[config.mk]
export PLATFORM = sky130hd
export DESIGN_NAME = instruction_cache
export DESIGN_NICKNAME = d
export VERILOG_FILES = /design/src/rtl/icache_pkg.sv /design/src/rtl/icache_ctrl.sv /design/src/rtl/instruction_cache.sv
export SDC_FILE = /design/constraint.sdc
export NUM_CORES = 1
export LEC_CHECK = 0
export BUFFER_PORTS_ARGS = -buffer_cell sky130_fd_sc_hd__buf_2
export CORE_ASPECT_RATIO = 2
export CORE_MARGIN = 2
export CORE_UTILIZATION = 55
export CTS_BUF_LIST = sky130_fd_sc_hd__clkbuf_8 sky130_fd_sc_hd__clkbuf_16
export CTS_CLUSTER_DIAMETER = 100
export DETAILED_ROUTE_END_ITERATION = 16
export HOLD_SLACK_MARGIN = 0.15
export PLACE_DENSITY = 0.75
export SLEW_MARGIN = 20
export SYNTH_ARGS = -nofsm -noshare
export SYNTH_HDL_FRONTEND = slang
export SYNTH_SLANG_ARGS = --single-unit
[constraint.sdc]
create_clock -name CLK -period 12.9 [get_ports CLK]
set_input_delay 0.645 -clock CLK [delete_from_list [all_inputs] [get_ports CLK]]
set_output_delay 0.645 -clock CLK [all_outputs]
set_load 0.02 [all_outputs]
[src/rtl/icache_pkg.sv]
// Shared definitions for the direct-mapped instruction cache: refill FSM states,
// block geometry and the address-field width helpers.
package icache_pkg;

  localparam int BLOCK_BYTES     = 16;
  localparam int WORDS_PER_BLOCK = 4;
  localparam int BLOCK_ADDR_W    = 28;

  typedef enum logic [1:0] {
    ST_IDLE,
    ST_MEM_READ,
    ST_UPDATE
  } state_t;

  function automatic int index_width(input int lines);
    return $clog2(lines);
  endfunction

  function automatic int tag_width(input int lines);
    return BLOCK_ADDR_W - $clog2(lines);
  endfunction

endpackage

[src/rtl/icache_ctrl.sv]
// Refill controller: IDLE -> MEM_READ -> UPDATE sequencer and the latched block
// address that drives the memory request for the whole refill.
module icache_ctrl
  import icache_pkg::*;
(
  input  logic        clk,
  input  logic        reset,
  input  logic        miss,
  input  logic [27:0] block_addr,
  input  logic        mem_busywait,
  output logic        busywait,
  output logic        mem_read,
  output logic        line_we,
  output logic [27:0] refill_addr
);

  state_t      state_reg;
  logic        mem_read_reg;
  logic [27:0] refill_addr_reg;

  always_ff @(posedge clk) begin
    if (reset) begin
      state_reg       <= ST_IDLE;
      mem_read_reg    <= 1'b0;
      refill_addr_reg <= '0;
    end else begin
      case (state_reg)
        ST_IDLE: begin
          if (miss) begin
            refill_addr_reg <= block_addr;
            mem_read_reg    <= 1'b1;
            state_reg       <= ST_MEM_READ;
          end
        end
        ST_MEM_READ: begin
          if (!mem_busywait) begin
            mem_read_reg <= 1'b0;
            state_reg    <= ST_UPDATE;
          end
        end
        ST_UPDATE: state_reg <= ST_IDLE;
        default: begin
          mem_read_reg <= 1'b0;
          state_reg    <= ST_IDLE;
        end
      endcase
    end
  end

  // Reset overrides everything combinationally so the PC can load its reset value
  // and a data return coinciding with reset never writes a line.
  assign mem_read    = mem_read_reg & ~reset;
  assign line_we     = (state_reg == ST_MEM_READ) & ~mem_busywait & ~reset;
  assign busywait    = ~reset & ((state_reg == ST_IDLE) ? miss : 1'b1);
  assign refill_addr = refill_addr_reg;

endmodule

[src/rtl/instruction_cache.sv]
// Direct-mapped read-only instruction cache with 16-byte blocks; zero-latency
// hits and a block refill from instruction memory on a miss.
module instruction_cache
  import icache_pkg::*;
#(
  parameter int LINES = 8
) (
  input  logic         CLK,
  input  logic         RESET,
  input  logic [31:0]  ADDRESS,
  output logic [31:0]  INSTRUCTION,
  output logic         BUSYWAIT,
  output logic         MEM_READ,
  output logic [27:0]  MEM_ADDRESS,
  input  logic [127:0] MEM_READDATA,
  input  logic         MEM_BUSYWAIT
);

  localparam int IDX        = index_width(LINES);
  localparam int TAG_W      = tag_width(LINES);
  localparam int BLOCK_BITS = BLOCK_BYTES * 8;

  logic [IDX-1:0]        index;
  logic [TAG_W-1:0]      tag;
  logic [1:0]            offset;
  logic                  hit;
  logic                  line_we;
  logic [27:0]           refill_addr;
  logic [IDX-1:0]        fill_index;
  logic [TAG_W-1:0]      fill_tag;
  logic                  unused_addr_bits;

  logic [LINES-1:0]      valid_reg;
  logic [TAG_W-1:0]      tag_array  [LINES];
  logic [BLOCK_BITS-1:0] data_array [LINES];
  logic [31:0]           line_words [WORDS_PER_BLOCK];

  assign offset           = ADDRESS[3:2];
  assign index            = ADDRESS[4+IDX-1:4];
  assign tag              = ADDRESS[31:4+IDX];
  assign unused_addr_bits = ^ADDRESS[1:0];

  // The fill is steered only by the latched block address, never by ADDRESS.
  assign fill_index = refill_addr[IDX-1:0];
  assign fill_tag   = refill_addr[27:IDX];

  assign hit = valid_reg[index] && (tag_array[index] == tag);

  icache_ctrl u_ctrl (
    .clk          (CLK),
    .reset        (RESET),
    .miss         (~hit),
    .block_addr   (ADDRESS[31:4]),
    .mem_busywait (MEM_BUSYWAIT),
    .busywait     (BUSYWAIT),
    .mem_read     (MEM_READ),
    .line_we      (line_we),
    .refill_addr  (refill_addr)
  );

  assign MEM_ADDRESS = refill_addr;

  always_ff @(posedge CLK) begin
    if (RESET) begin
      valid_reg <= '0;
    end else if (line_we) begin
      valid_reg[fill_index] <= 1'b1;
    end
  end

  // Tag and data storage carry no reset; validity alone gates their use.
  always_ff @(posedge CLK) begin
    if (line_we) begin
      tag_array[fill_index]  <= fill_tag;
      data_array[fill_index] <= MEM_READDATA;
    end
  end

  generate
    for (genvar gi = 0; gi < WORDS_PER_BLOCK; gi++) begin : g_word
      assign line_words[gi] = data_array[index][32*gi +: 32];
    end
  endgenerate

  assign INSTRUCTION = (RESET || BUSYWAIT) ? 32'h0 : line_words[offset];

endmodule

==> flow_summary_export.csv, run 1 <==
group,metric,value,unit
yosys,yosys.cell_types.count,43,
drt,routed.top_layer,"met5",
power_and_ir_drop,swShare,20.6,%
drt,wl_met2,52.3,mm
timing,fin_crit_sh,43.7,%
die,die_w,214,um
clock_tree,cts_tree,"done",
drt,drtAntennaViolNets,0,
power_and_ir_drop,combPwrFrac,5.1,%
drt,num_vias,22100,
yosys,netlist_area,0.0486,mm2
worst_setup_path,start_kind,"input port",
clock_tree,cts_num_sinks,1263,
worst_hold_path,min_from,"MEM_READDATA[84]",
timing,setup_viol,0,
run,maxCapViolations,0,
final_layout,largest_reg_flops,1024,
global_routing,grt_use_total,22.7,%
global_routing,grt_antenna_before_repair,34,
timing,min_period,5640,ps
timing,drv_slew,0,
power_and_ir_drop,p_clk_share,38.4,%
timing,max_freq,177,MHz
drt,drtIter0Drc,2110,
worst_hold_path,hp-class,"input port to register",
worst_setup_path,critPathCaptureType,"primary output",
final_layout,areaGrowthSynthToFinish,12.3,%
power_and_ir_drop,powerDensity,148,mW/mm2
worst_setup_path,cp.required,12260,ps
drt,wl_met1,38.4,mm
clock_tree,clockBufferDepth,3,
power_and_ir_drop,intPower,6420,uW
worst_setup_path,crit_path_start,"ADDRESS[5]",
power_and_ir_drop,leakagePower,0.0176,uW
clock_tree,cts_buffers,102,
yosys,synth.top_cells.by_area,"edfxtp_1, mux4_2, mux2i_1",
global_routing,grt_max_degree,158,
status,outcome,"complete, no violations",
placement,portBuffers,222,
drt,drtPass1Iterations,5,
die,ios,225,
yosys,synth_cells,2063,
worst_setup_path,worst_path_max_delay_cell,"buf_4",
clock_tree,path_clk_slew,70,ps
power_and_ir_drop,vdd_ir_drop_max,0.000147,V
clock_tree,cts_resized,0,
yosys,synth_nets,2226,
yosys,synth_top_area_share,75.6,%
timing,hold_violations,0,
power_and_ir_drop,netSwitchingPower,1660,uW
placement,gp_congestion,0.767,
die,die_h,425,um
timing,tightest_slew,1130,ps
worst_setup_path,crit_chain,"buf_8, buf_4, mux2_2, o22ai_1, or3_1, nand4b_1, or4_1, or4b_4, nor3_2, buf_2",
final_layout,finalNetCount,2488,
placement,place_hpwl,53.5,mm
timing,fin_skew,20.4,ps
yosys,syn_area_per_cell,23.6,um2
placement,place_area,0.0511,mm2
global_routing,grt_pass1_vias,23500,
timing,grt_setup_unrepaired,"false",
timing,maxSlewHeadroom,24.5,%
worst_setup_path,critical_path_class,"input port to primary output",
worst_setup_path,worstPathArrival,5000,ps
clock_tree,clk_latency,720,ps
clock_tree,ctsHoldBuffers,16,
die,dieArea,0.0910,mm2
final_layout,final_area,0.0546,mm2
power_and_ir_drop,pwr-share-seq,56.5,%
drt,viasPerCell,6.15,
worst_setup_path,cp_max_fo,79,
clock_tree,cts_root_buf,"clkbuf_16",
die,fp.coreArea,0.0879,mm2
die,start_util,55.4,%
timing,tns,0,ps
drt,met3_length,7.22,mm
yosys,yosysWarnings,0,
global_routing,overflow,0,
yosys,synth-seq-area-share,77.2,%
drt,wl_per_cell,28.2,um
worst_setup_path,cpPeakStageDelay,920,ps
clock_tree,cts_setup_buffers,0,
yosys,ys_ff_latch,1263,
yosys,synth_top_cell_by_area,"edfxtp_1",
drt,drt_wl_total,101,mm
final_layout,final_core_util,62.2,%
worst_setup_path,reg2reg_from,"u_ctrl.state_reg[1]$_SDFFE_PP0P_",
final_layout,fillers,5916,
final_layout,drive_above_1_share,33.6,%
clock_tree,htreeDepth,3,
die,rows,154,
global_routing,grt_pass1_wl,151,mm
drt,drc_errors,0,
path summary, 6_finish.rpt:
check,end,slack [ps],cells after the start
setup reg to reg,data_array[5][92]$_DFFE_PP_,8660,6
hold reg to reg,valid_reg[3]$_SDFFE_PP0P_,470,2
setup / recovery,INSTRUCTION[16],7260,10
hold / removal,data_array[5][84]$_DFFE_PP_,200,1
metal layers:
layer | up-vias | GRT usage, %
met3 | 191 | 5.20
met4 | 42 | 8.33
met2 | 823 | 38.6
met5 | - | 0
met1 | 11700 | 28.9
li1 | 9273 | -
synthesized netlist by cell type (all sizes together):
cell type     n
mux4        346
nor4b         1
nor2         27
a221oi        2
nor2b         6
and2          1
dfxtp        39
o211ai        1
buf          58
o31ai         1
xnor2        14
edfxtp     1224
a22oi         4
nor4          2
a2bb2oi       2
nor3         38
o21a          2
nand2b       62
nand4         4
a21oi         5
mux2         20
o21ai         7
a21o          1
o22ai         9
inv           2
nand3b        1
a22o          9
mux2i       105
nand4b        1
clkbuf       51
or4b          1
nand2         6
or3           6
nand3         2
o31a          1
or4           1
and3          1
logic make-up after synthesis:
kind of cell | after synthesis | synth area share (%)
XOR/XNOR | 14 | 0.252
AND/OR/NAND/NOR | 160 | 2.13
AO/OA/AOI/OAI | 44 | 0.630
buffers and inverters | 111 | 1.17
multiplexers | 471 | 18.7
flip-flops | 1263 | 77.2
critical path: cells and delay by family:
kind                   cells  cell delay [ps]
buffers and inverters      3             1590
multiplexers               1              440
AND/OR/NAND/NOR            5             2060
AO/OA/AOI/OAI              1              160
layout make-up:
type | count | area [um2] | share of cell area (%)
antenna | 11 | 27.5 | 0.0504
inverter | 2 | 7.51 | 0.0137
tap | 1170 | 1460 | 2.68
sequential | 1263 | 37500 | 68.7
clock buffer | 104 | 2600 | 4.77
timing repair buffer | 267 | 1630 | 2.99
multi-input combinational | 689 | 10600 | 19.4
clock inverter | 81 | 743 | 1.36
stage by stage:
stage                     cells  total power, uW  hold slack (ps)  setup slack [ps]
after CTS                  3575             8140              151              7080
after floorplan            2063             4920              432               466
after global routing       3583             8300              184              6990
after detailed placement   3374             5070              457              7010
final                      3587             8080              200              7260
after global placement     3374             5050              444              7050
power groups by stage:
stage / clock [uW] / sequential, uW / combinational (uW)
2_1_floorplan: 0 / 4670 / 255
3_3_place_gp: 0 / 4650 / 397
3_5_place_dp: 0 / 4660 / 410
4_1_cts: 3150 / 4570 / 416
5_1_grt: 3290 / 4570 / 441
6_report: 3100 / 4570 / 411
layout by cell type, fill, tap and decap left out, types with 14 or more instances in the layout:
cell	n
buf_4	24
edfxtp_1	1224
nand2b_1	62
inv_1	17
buf_2	216
mux4_2	345
mux2i_1	105
mux2_2	20
dlygate4sd3_1	16
xnor2_1	14
clkinv_1	19
dfxtp_1	39
nor2_1	21
clkinv_2	21
nor3_2	32
clkbuf_16	104
No activity file was read; power rests on OpenSTA's default activity.
==> run 2, diff against run 1 <==
--- a/config.mk
+++ b/config.mk
@@ -5,6 +5,7 @@
 export SDC_FILE = /design/constraint.sdc
 export NUM_CORES = 1
 export LEC_CHECK = 0
+export ABC_AREA = 1
 export BUFFER_PORTS_ARGS = -buffer_cell sky130_fd_sc_hd__buf_2
 export CORE_ASPECT_RATIO = 2
 export CORE_MARGIN = 2
==> constraint.sdc (replaced) <==
create_clock -name CLK -period 4.9 [get_ports CLK]
set_input_delay 0.245 -clock CLK [delete_from_list [all_inputs] [get_ports CLK]]
set_output_delay 0.245 -clock CLK [all_outputs]
set_load 0.02 [all_outputs]
==> flow_summary_export.csv, run 2 <==
group,metric,value,unit
worst_setup_path,critical_path_class,"input port to primary output",
timing,grt_setup_unrepaired,"false",
placement,dp_cells,5417,
timing,tightest_slew,1070,ps
power_and_ir_drop,combPwrFrac,7.4,%
die,die_h,434,um
timing,max_freq,248,MHz
clock_tree,clk_latency,720,ps
timing,holdWs,330,ps
yosys,postSynth.asyncResetShare,0,%
power_and_ir_drop,swShare,22.5,%
yosys,yosys.cell_types.count,30,
yosys,synthMuxAreaShare,0,%
final_layout,final_cells,5777,
worst_hold_path,min_delay_path_depth,2,
worst_setup_path,cp_max_fo,143,
timing,maxSlewHeadroom,27.8,%
worst_setup_path,critPathCaptureType,"primary output",
clock_tree,cts_num_sinks,1263,
yosys,synthTopCellsByCount,"edfxtp_1, nand2_1, a21oi_1, nand3_1, nor2_1",
die,dieArea,0.0952,mm2
placement,dp_worst_setup_slack,946,ps
drt,drc_errors,0,
die,die_w,219,um
worst_setup_path,reg2reg_from,"u_ctrl.state_reg[0]$_SDFFE_PP0P_",
die,ios,225,
drt,drt_wl_total,133,mm
timing,fin_ws,868,ps
final_layout,largest_reg_flops,1024,
yosys,synth_top_cell_by_area,"edfxtp_1",
final_layout,layout_commonest_cell,"edfxtp_1",
worst_setup_path,start_kind,"input port",
worst_setup_path,cp.required,4660,ps
final_layout,final_cell_mix,"edfxtp_1, nand2_1, a21oi_1",
power_and_ir_drop,vdd_ir_drop_max,0.000333,V
yosys,synth_edf_count,1224,
power_and_ir_drop,pwr-share-seq,54.2,%
power_and_ir_drop,powerDensity,380,mW/mm2
power_and_ir_drop,netSwitchingPower,5020,uW
yosys,synth_nets,4337,
yosys,ys_ff_latch,1263,
clock_tree,path_clk_slew,70,ps
yosys,synth_top_area_share,72.2,%
yosys,synthSimpleGateAreaFrac,14.0,%
yosys,synth.top_cells.by_area,"edfxtp_1, nand2_1, a21oi_1",
final_layout,fillers,6462,
yosys,synth_top_family_by_area,"simple AND/OR/NAND/NOR gates",
worst_setup_path,r2r_cells,7,
global_routing,grt_pass1_vias,34200,
global_routing,grt_use_total,27.8,%
final_layout,finalNetCount,4652,
die,fp.coreArea,0.0917,mm2
global_routing,grt_max_degree,144,
clock_tree,cts_resized,0,
timing,tns,0,ps
placement,portBuffers,222,
timing,hold_violations,0,
clock_tree,cts_root_buf,"clkbuf_16",
timing,fin_crit_sh,82.3,%
placement,gp_congestion,0.900,
yosys,synth_cells,4174,
final_layout,areaGrowthSynthToFinish,15.4,%
status,outcome,"complete, no violations",
clock_tree,cts_tree,"done",
global_routing,overflow,0,
worst_setup_path,crit_path_start,"ADDRESS[4]",
worst_hold_path,hp-class,"input port to register",
yosys,synth.most_common_cell,"edfxtp_1",
power_and_ir_drop,intPower,17300,uW
die,rows,157,
power_and_ir_drop,leakagePower,0.0214,uW
final_layout,drive_above_1_share,11.5,%
timing,min_period,4030,ps
worst_setup_path,r2r-end,"data_array[0][59]$_DFFE_PP_",
drt,drtAntennaViolNets,0,
power_and_ir_drop,p_clk_share,38.4,%
clock_tree,htreeDepth,3,
yosys,syn_area_per_cell,12.2,um2
drt,wl_per_cell,23.0,um
drt,viasPerCell,5.99,
worst_setup_path,worstPathArrival,3790,ps
drt,drtIter0Drc,3857,
worst_setup_path,crit_path_end,"INSTRUCTION[10]",
die,start_util,55.5,%
clock_tree,clockBufferDepth,3,
drt,num_vias,34600,
yosys,synth-adder-area-share,0,%
global_routing,grt_pass1_wl,198,mm
placement,place_hpwl,74.9,mm
yosys,synthXorXnorAreaFrac,0,%
timing,fin_skew,42.6,ps
global_routing,grt_antenna_before_repair,17,
yosys,yosysWarnings,0,
yosys,synth-seq-area-share,73.7,%
timing,drv_slew,0,
clock_tree,cts_buffers,105,
worst_setup_path,reg2reg_slack,2070,ps
yosys,synth_compound_area_share,8.89,%
drt,drtPass1Iterations,6,
yosys,netlist_area,0.0509,mm2
yosys,synth-main-ff-cell,"edfxtp_1",
run,maxCapViolations,0,
timing,setup_viol,0,
run 2: cell types whose count changed in the layout (fill, tap and decap cells not counted), moves of 107 or more:
| cell | before | now |
|---|---|---|
| nand2_1 | 6 | 1218 |
| a21oi_1 | 5 | 446 |
| mux4_2 | 345 | 0 |
| nand3_1 | 2 | 299 |
| nor2_1 | 21 | 218 |
| dlygate4sd3_1 | 16 | 156 |
| inv_1 | 17 | 124 |
run 2: stage by stage:
| step | util (%) | power, uW | instance area (um2) |
|---|---|---|---|
| final | 64.1 | 22300 | 58800 |
| after global routing | 64.0 | 22900 | 58800 |
| after CTS | 64.0 | 22400 | 58700 |
| after detailed placement | 58.4 | 13800 | 53600 |
| after global placement | 58.4 | 13800 | 53600 |
| after floorplan | - | 13200 | 51000 |
run 2: worst max-delay path: stages:
cell      delay [ps]
buf_8            270
inv_8            760
buf_4            660
a21oi_1          120
o311ai_0         850
a21oi_1          140
or2_2            350
nor2_1           110
buf_2            180
run 2: what timing repair did:
action / in CTS / in global routing
hold buffers: 156 / 0
buffers inserted: 0 / 0
endpoints found under the hold margin: 1060 / 0
run 2: cell families (layout without fill, tap and decap cells):
group                  after synthesis  in the layout
DFF                               1263           1263
buffers and inverters              394            799
and+or+nand+nor                   1776           1776
other                                0              6
AOI/OAI and AO/OA                  741            741
run 2: routing by layer:
metal  track usage [%]  vias up  routed length [um]
li1                  -    15600                   -
met1              32.3    16900               47300
met2              49.2     1709               68800
met3              4.18      375                9910
met4              15.0       16                6470
met5                 0        -                 108
run 2: worst min-delay path by stage:
stage | end | startpoint | slack, ps
after floorplan | u_ctrl.state_reg[1]$_SDFFE_PP0P_ | MEM_BUSYWAIT | 330
after global placement | u_ctrl.state_reg[1]$_SDFFE_PP0P_ | MEM_BUSYWAIT | 440
after detailed placement | u_ctrl.state_reg[1]$_SDFFE_PP0P_ | MEM_BUSYWAIT | 450
after CTS | data_array[4][17]$_DFFE_PP_ | MEM_READDATA[17] | 280
after global routing | data_array[6][96]$_DFFE_PP_ | MEM_READDATA[96] | 340
final | data_array[6][0]$_DFFE_PP_ | MEM_READDATA[0] | 330
run 2: final cells by class:
type	instances	area, um2	share of cell area [%]
inverters	117	457	0.777
clock inverters	89	861	1.47
multi-input cells	2517	11700	20.0
diodes	6	15.0	0.0256
clock buffers	108	2700	4.60
flip-flops and latches	1263	37500	63.9
well taps	1192	1490	2.54
repair buffers	485	3970	6.76
run 2: power groups by stage:
stage	combinational [uW]	sequential, uW	clock, uW
6_report	1640	12100	8580
3_3_place_gp	1460	12300	0
5_1_grt	1780	12100	9020
4_1_cts	1620	12100	8640
2_1_floorplan	856	12400	0
3_5_place_dp	1500	12300	0
